--- src/rtl/fifo_uart_pkg.sv ---
//------------------------------------------------------------------------------
// fifo_uart_pkg : shared types and defaults for the FIFO-draining UART TX
// Revision      : 1.0
//------------------------------------------------------------------------------
`default_nettype none

package fifo_uart_pkg;

  localparam int DATA_W_DEF       = 8;
  localparam int CLKS_PER_BIT_DEF = 16;

  typedef enum logic [2:0] {
    IDLE   = 3'd0,
    LOAD   = 3'd1,
    START  = 3'd2,
    DATA   = 3'd3,
    PARITY = 3'd4,
    STOP   = 3'd5
  } tx_state_t;

endpackage

`default_nettype wire

--- src/rtl/fifo_uart_tx_baud.sv ---
//------------------------------------------------------------------------------
// uart_baud_gen : bit-period counter, bit_tick in the last cycle of each period
// Revision      : 1.0
//------------------------------------------------------------------------------
`default_nettype none

module uart_baud_gen
  import fifo_uart_pkg::*;
#(
  parameter int CLKS_PER_BIT = CLKS_PER_BIT_DEF
) (
  input  logic clk,
  input  logic reset,
  input  logic clear,
  output logic bit_tick
);

  localparam int            CW     = (CLKS_PER_BIT > 1) ? $clog2(CLKS_PER_BIT) : 1;
  localparam logic [CW-1:0] c_last = CW'(CLKS_PER_BIT - 1);

  logic [CW-1:0] cnt_q;
  logic [CW-1:0] cnt_d;

  always_comb begin
    bit_tick = (cnt_q == c_last);
    if (clear || bit_tick) begin
      cnt_d = '0;
    end else begin
      cnt_d = cnt_q + 1'b1;
    end
  end

  always_ff @(posedge clk) begin
    if (reset) begin
      cnt_q <= '0;
    end else begin
      cnt_q <= cnt_d;
    end
  end

endmodule

`default_nettype wire

--- src/rtl/fifo_uart_tx.sv ---
//------------------------------------------------------------------------------
// fifo_uart_tx : pops bytes from sync_fifo and sends 8N1 (or 8E1) serial frames
// Optional even parity bit: define UART_TX_PARITY_EN.   Revision : 1.0
//------------------------------------------------------------------------------
`default_nettype none

module fifo_uart_tx
  import fifo_uart_pkg::*;
#(
  parameter int CLKS_PER_BIT = CLKS_PER_BIT_DEF,
  parameter int DATA_W       = DATA_W_DEF
) (
  input  logic              clk,
  input  logic              reset,
  input  logic              tx_en,
  input  logic              fifo_empty,
  input  logic [DATA_W-1:0] fifo_data,
  output logic              fifo_rd_en,
  output logic              tx,
  output logic              busy,
  output logic              frame_done
);

  localparam int            IW         = $clog2(DATA_W + 1);
  localparam logic [IW-1:0] c_last_bit = IW'(DATA_W - 1);

  tx_state_t         state_q, state_d;
  logic [DATA_W-1:0] shift_q, shift_d;
  logic [IW-1:0]     bit_idx_q, bit_idx_d;
  logic              tx_q, tx_d;
  logic              baud_clear;
  logic              bit_tick;
  logic              pop;
`ifdef UART_TX_PARITY_EN
  logic              parity_q, parity_d;
`endif

  uart_baud_gen #(
    .CLKS_PER_BIT (CLKS_PER_BIT)
  ) u_baud (
    .clk      (clk),
    .reset    (reset),
    .clear    (baud_clear),
    .bit_tick (bit_tick)
  );

  // The only source of the pop strobe; it cannot fire while empty or in reset.
  assign pop        = !reset && (state_q == IDLE) && tx_en && !fifo_empty;
  assign fifo_rd_en = pop;
  assign tx         = tx_q;
  assign busy       = pop || (state_q != IDLE);
  assign frame_done = (state_q == STOP) && bit_tick;

  always_comb begin
    state_d    = state_q;
    shift_d    = shift_q;
    bit_idx_d  = bit_idx_q;
    tx_d       = tx_q;
    baud_clear = 1'b0;
`ifdef UART_TX_PARITY_EN
    parity_d   = parity_q;
`endif
    case (state_q)
      IDLE: begin
        if (pop) state_d = LOAD;
      end
      LOAD: begin
        shift_d    = fifo_data;
`ifdef UART_TX_PARITY_EN
        parity_d   = ^fifo_data;
`endif
        tx_d       = 1'b0;
        baud_clear = 1'b1;
        state_d    = START;
      end
      START: begin
        if (bit_tick) begin
          state_d   = DATA;
          bit_idx_d = '0;
          tx_d      = shift_q[0];
        end
      end
      DATA: begin
        if (bit_tick) begin
          if (bit_idx_q == c_last_bit) begin
            bit_idx_d = '0;
`ifdef UART_TX_PARITY_EN
            state_d   = PARITY;
            tx_d      = parity_q;
`else
            state_d   = STOP;
            tx_d      = 1'b1;
`endif
          end else begin
            bit_idx_d = bit_idx_q + 1'b1;
            shift_d   = shift_q >> 1;
            tx_d      = shift_d[0];
          end
        end
      end
`ifdef UART_TX_PARITY_EN
      PARITY: begin
        if (bit_tick) begin
          state_d = STOP;
          tx_d    = 1'b1;
        end
      end
`endif
      STOP: begin
        if (bit_tick) begin
          state_d = IDLE;
          tx_d    = 1'b1;
        end
      end
      default: begin
        state_d = IDLE;
        tx_d    = 1'b1;
      end
    endcase
  end

  always_ff @(posedge clk) begin
    if (reset) begin
      state_q   <= IDLE;
      shift_q   <= '0;
      bit_idx_q <= '0;
      tx_q      <= 1'b1;
`ifdef UART_TX_PARITY_EN
      parity_q  <= 1'b0;
`endif
    end else begin
      state_q   <= state_d;
      shift_q   <= shift_d;
      bit_idx_q <= bit_idx_d;
      tx_q      <= tx_d;
`ifdef UART_TX_PARITY_EN
      parity_q  <= parity_d;
`endif
    end
  end

endmodule

`default_nettype wire

--- config.mk ---
export PLATFORM = sky130hd
export DESIGN_NAME = fifo_uart_tx
export DESIGN_NICKNAME = d
export VERILOG_FILES = /design/src/rtl/fifo_uart_pkg.sv /design/src/rtl/fifo_uart_tx_baud.sv /design/src/rtl/fifo_uart_tx.sv
export SDC_FILE = /design/constraint.sdc
export NUM_CORES = 1
export LEC_CHECK = 0
export CAP_MARGIN = 0
export CORE_ASPECT_RATIO = 1.25
export CORE_MARGIN = 2
export CORE_UTILIZATION = 51
export DETAILED_ROUTE_END_ITERATION = 10
export PLACE_DENSITY = 0.85
export RECOVER_POWER = 50
export SLEW_MARGIN = 20
export SYNTH_ARGS = -nofsm -noshare
export SYNTH_HDL_FRONTEND = slang
export SYNTH_SLANG_ARGS = --single-unit
--- constraint.sdc ---
create_clock -name clk -period 2.27 [get_ports clk]
set_clock_uncertainty 0.05 [all_clocks]
set_input_delay 0.227 -clock clk [delete_from_list [all_inputs] [get_ports clk]]
set_output_delay 0.227 -clock clk [all_outputs]
set_load 0.01 [all_outputs]
==> results_dict.tcl, run 1 <==
set metrics [dict create \
    hold_viol_final 0 \
    floorplan.core_area_um2 1980 \
    initialDrtViolationCount 11 \
    worstPathArrival_ns 1.75 \
    floorplan.die.width_um 44.9 \
    clkLatencyLatePin_ns 0.29 \
    nNetsFinal 148 \
    hold_slack_final_ns 0.404 \
    route.detailed.wl_per_inst_um 13.1 \
    crit-reg2reg-capture "shift_q[6]" \
    postSynthCellCount 116 \
    vdd_ir_drop_max_uv 557 \
    post_cts.repair.setup_buffers 0 \
    timing.fmax_mhz 493 \
    hold_path_startpoint "u_baud.cnt_q[0]" \
    clk_root_buffer_cell "sky130_fd_sc_hd__clkbuf_4" \
    critPathTopFamily "buffers and inverters" \
    power.total_mw 1.11 \
    drt_first_pass_iters 4 \
    drc 0 \
    final.fill_count 176 \
    dp.final_hpwl_um 1520 \
    clock_power_share_pct 14.6 \
    timing.critical_path.slowest_stage_cell "sky130_fd_sc_hd__clkdlybuf4s50_1" \
    grt_setup_unrepaired "false" \
    layout.cells.most_common_list "sky130_fd_sc_hd__dfxtp_1 (20), sky130_fd_sc_hd__nor2_1 (18), sky130_fd_sc_hd__clkdlybuf4s50_1 (13)" \
    placedCellCount 149 \
    clkSinkCount 20 \
    worst_setup_hold_path_clk_slew_ns 0.10 \
    timing.reg2reg.setup_slack_ns 0.30 \
    sequential_element_share_of_the_synthesized_area_pct 37.6 \
    synth-seq-cells 20 \
    die-height_um 55.1 \
    total_power_density_per_cell_area_nw_per_um2 881 \
    max_cap_viols 0 \
    fin_setup_tns_ns 0 \
    rows 18 \
    crit_type "in2out" \
    syn_area_per_cell_um2 9.19 \
    sw_power_uw 391 \
    cts_buffers 3 \
    worst_hold_path_type "reg2reg" \
    wirelength_um 1990 \
    vias 879 \
    critical_path_buf_inv_count 2 \
    power.leakage_nw 0.499 \
    largest_net_degree_at_the_start_of_global_routing 21 \
    final_min_period_over_clock_period_pct 89.3 \
    power_frac_comb_pct 40.0 \
    cts_max_level 1 \
    synthesis.nets 130 \
    post_synthesis_cell_area_um2 1070 \
    first_global_vias 810 \
    r2r_cells 6 \
    maxSlewHeadroom_pct 69.0 \
    crit_path_frequent_cell "sky130_fd_sc_hd__clkdlybuf4s50_1" \
    crit_path_start_kind "input port" \
    antenna_found_initial 0 \
    cp_cell_sequence "clkdlybuf4s50_1, or3b_2, nand2_1, clkdlybuf4s50_1" \
    drive_gt1_share_pct 11.4 \
    reg2reg_from "bit_idx_q[0]" \
    globalRoute.totalOverflow 0 \
    yosysWarnings 0 \
    ios 16 \
    floorplan.initialDensity_pct 53.8 \
    status "finished, final reports clean" \
    setup.worst_path.end_class "output port" \
    diodes 0 \
    port_buffers 15 \
    mostFrequentLayoutCell "sky130_fd_sc_hd__dfxtp_1" \
    min_period_ns 2.03 \
    postPlaceCellArea_um2 1240 \
    cts_tree "yes" \
    worst-path-max-fanout 3 \
    holdPathEnd "u_baud.cnt_q[0]" \
    per_cell_via_count_in_the_routed_design 5.78 \
    final_max_slew_viol_count 0 \
    antenna_violating_nets_post_route 0 \
    overall_global_routing_usage_pct 18.1 \
    grt_pass1_wl_um 3330 \
    switching_share_pct 35.2 \
    setup_viol_count_final 0 \
    tightestPinTransition_ns 0.466 \
    clock_tree.buffer_depth 2 \
    worst_ep_required_time_ns 1.99 \
    min_path_cells 1 \
    design_area_um2 1260 \
    die-area_um2 2470 \
    routabilityCongestion 0.774 \
    post_layout_cell_count 152 \
    p_int_uw 718 \
    critical-path-max-stage-delay_ns 0.52 \
    post_synth_num_cell_types 36 \
    area_growth_pct 18.1 \
    seq_power_share_pct 45.4 \
]
-- cell usage after synthesis --
cell type	number	share of area, %
sky130_fd_sc_hd__nand3_1	2	0.94
sky130_fd_sc_hd__nand2b_1	3	1.8
sky130_fd_sc_hd__a211oi_2	3	3.5
sky130_fd_sc_hd__buf_2	3	1.4
sky130_fd_sc_hd__mux2_2	1	1.1
sky130_fd_sc_hd__nand4b_1	1	0.82
sky130_fd_sc_hd__o21ai_0	2	0.94
sky130_fd_sc_hd__nor2b_1	4	2.3
sky130_fd_sc_hd__nor3b_1	1	0.70
sky130_fd_sc_hd__ha_1	2	2.3
sky130_fd_sc_hd__and3_1	1	0.59
sky130_fd_sc_hd__or2_2	1	0.59
sky130_fd_sc_hd__mux2i_1	8	7.5
sky130_fd_sc_hd__nor2_1	18	6.3
sky130_fd_sc_hd__a21oi_1	5	2.3
sky130_fd_sc_hd__buf_6	1	1.1
sky130_fd_sc_hd__buf_4	1	0.70
sky130_fd_sc_hd__nor3_1	4	1.9
sky130_fd_sc_hd__nand2_1	3	1.1
sky130_fd_sc_hd__a211oi_1	6	4.2
sky130_fd_sc_hd__or3b_2	1	0.82
sky130_fd_sc_hd__inv_1	2	0.70
sky130_fd_sc_hd__nor4_1	2	1.2
sky130_fd_sc_hd__o22ai_1	1	0.59
sky130_fd_sc_hd__o2bb2ai_1	1	0.82
sky130_fd_sc_hd__and4b_1	1	0.94
sky130_fd_sc_hd__xnor2_1	2	1.6
sky130_fd_sc_hd__o41a_1	1	1.1
sky130_fd_sc_hd__dfxtp_1	20	38
sky130_fd_sc_hd__nand3_4	1	1.6
sky130_fd_sc_hd__or3_1	2	1.2
sky130_fd_sc_hd__a2111oi_4	1	2.6
sky130_fd_sc_hd__xor2_1	1	0.82
sky130_fd_sc_hd__a22oi_1	3	2.1
sky130_fd_sc_hd__clkbuf_1	2	0.70
sky130_fd_sc_hd__nand3b_1	5	3.5
-- final cells by class --
cell class                 instances  area, µm²  share of cell area (%)
tap                               20       25.0                    1.99
multi-input combinational         87        617                    49.0
timing repair buffer              20        186                    14.8
clock buffer                       3       22.5                    1.79
sequential                        20        400                    31.8
inverter                           2       7.51                   0.596
-- flip-flops by register name, indices dropped and copies added (netlist names) --
register and count:
u_baud.cnt_q 4, tx 1, state_q 3, shift_q 8, bit_idx_q 4
-- worst max-delay path by stage --
stage	start	to	slack (ns)	cells after the start
detailed placement	tx_en	fifo_rd_en	0.06	4
global route	state_q[2]	frame_done	0.12	3
global placement	tx_en	fifo_rd_en	0.11	4
CTS	tx_en	fifo_rd_en	0.05	4
floorplan	bit_idx_q[0]	shift_q[4]	0.54	6
finish	reset	busy	0.24	4
-- power by group through the flow --
stage               logic [mW]  clock network (mW)  registers, mW
floorplan                0.359                   0          0.477
global placement         0.434                   0          0.508
detailed placement       0.450                   0          0.513
CTS                      0.451               0.171          0.504
global route             0.500               0.176          0.517
finish                   0.443               0.162          0.504
-- metrics by stage --
stage	utilization [%]	setup slack [ns]
floorplan	-	0.541
global placement	62.4	0.111
detailed placement	62.4	0.0565
CTS	63.6	0.0521
global route	63.5	0.125
finish	63.5	0.243
-- per-layer routing --
| layer | GRT usage [%] | wire length [µm] |
|---|---|---|
| met5 | 0 | 0 |
| met4 | 7.35 | 12 |
| met3 | 1.95 | 43 |
| met2 | 34.3 | 1100 |
| met1 | 20.3 | 829 |
-- logic make-up after synthesis --
| family | after synthesis | synth area share [%] |
|---|---|---|
| xor gates and xnor gates | 3 | 2.47 |
| DFF | 20 | 37.6 |
| and+or+nand+nor | 50 | 26.3 |
| adders and majority gates | 2 | 2.35 |
| muxes | 9 | 8.57 |
| buffers and inverters | 9 | 4.58 |
| AOI/OAI and AO/OA | 23 | 18.2 |
-- what timing repair did --
action | CTS | global route
endpoints found under the hold margin | 0 | 0
hold buffers | 0 | 0
gates resized for setup | 0 | 1
endpoints found under the setup margin | 0 | 1
-- worst register-to-register path, cell delays in order (launching register included) --
cell and delay [ns]:
sky130_fd_sc_hd__dfxtp_1 0.36, sky130_fd_sc_hd__ha_1 0.24, sky130_fd_sc_hd__and4b_1 0.24, sky130_fd_sc_hd__a2111oi_4 0.50
sky130_fd_sc_hd__buf_4 0.26, sky130_fd_sc_hd__nor2_1 0.06, sky130_fd_sc_hd__a211oi_2 0.18
No activity file was read; power rests on OpenSTA's default activity.
==> run 2: changes to the inputs <==
CTS_BUF_LIST = sky130_fd_sc_hd__clkbuf_4 sky130_fd_sc_hd__clkbuf_8 sky130_fd_sc_hd__clkbuf_16   (was unset)
CTS_CLUSTER_SIZE = 10   (was unset)
==> results of run 2 <==
No change in the layout: final DEF, timing and power equal those of run 1.
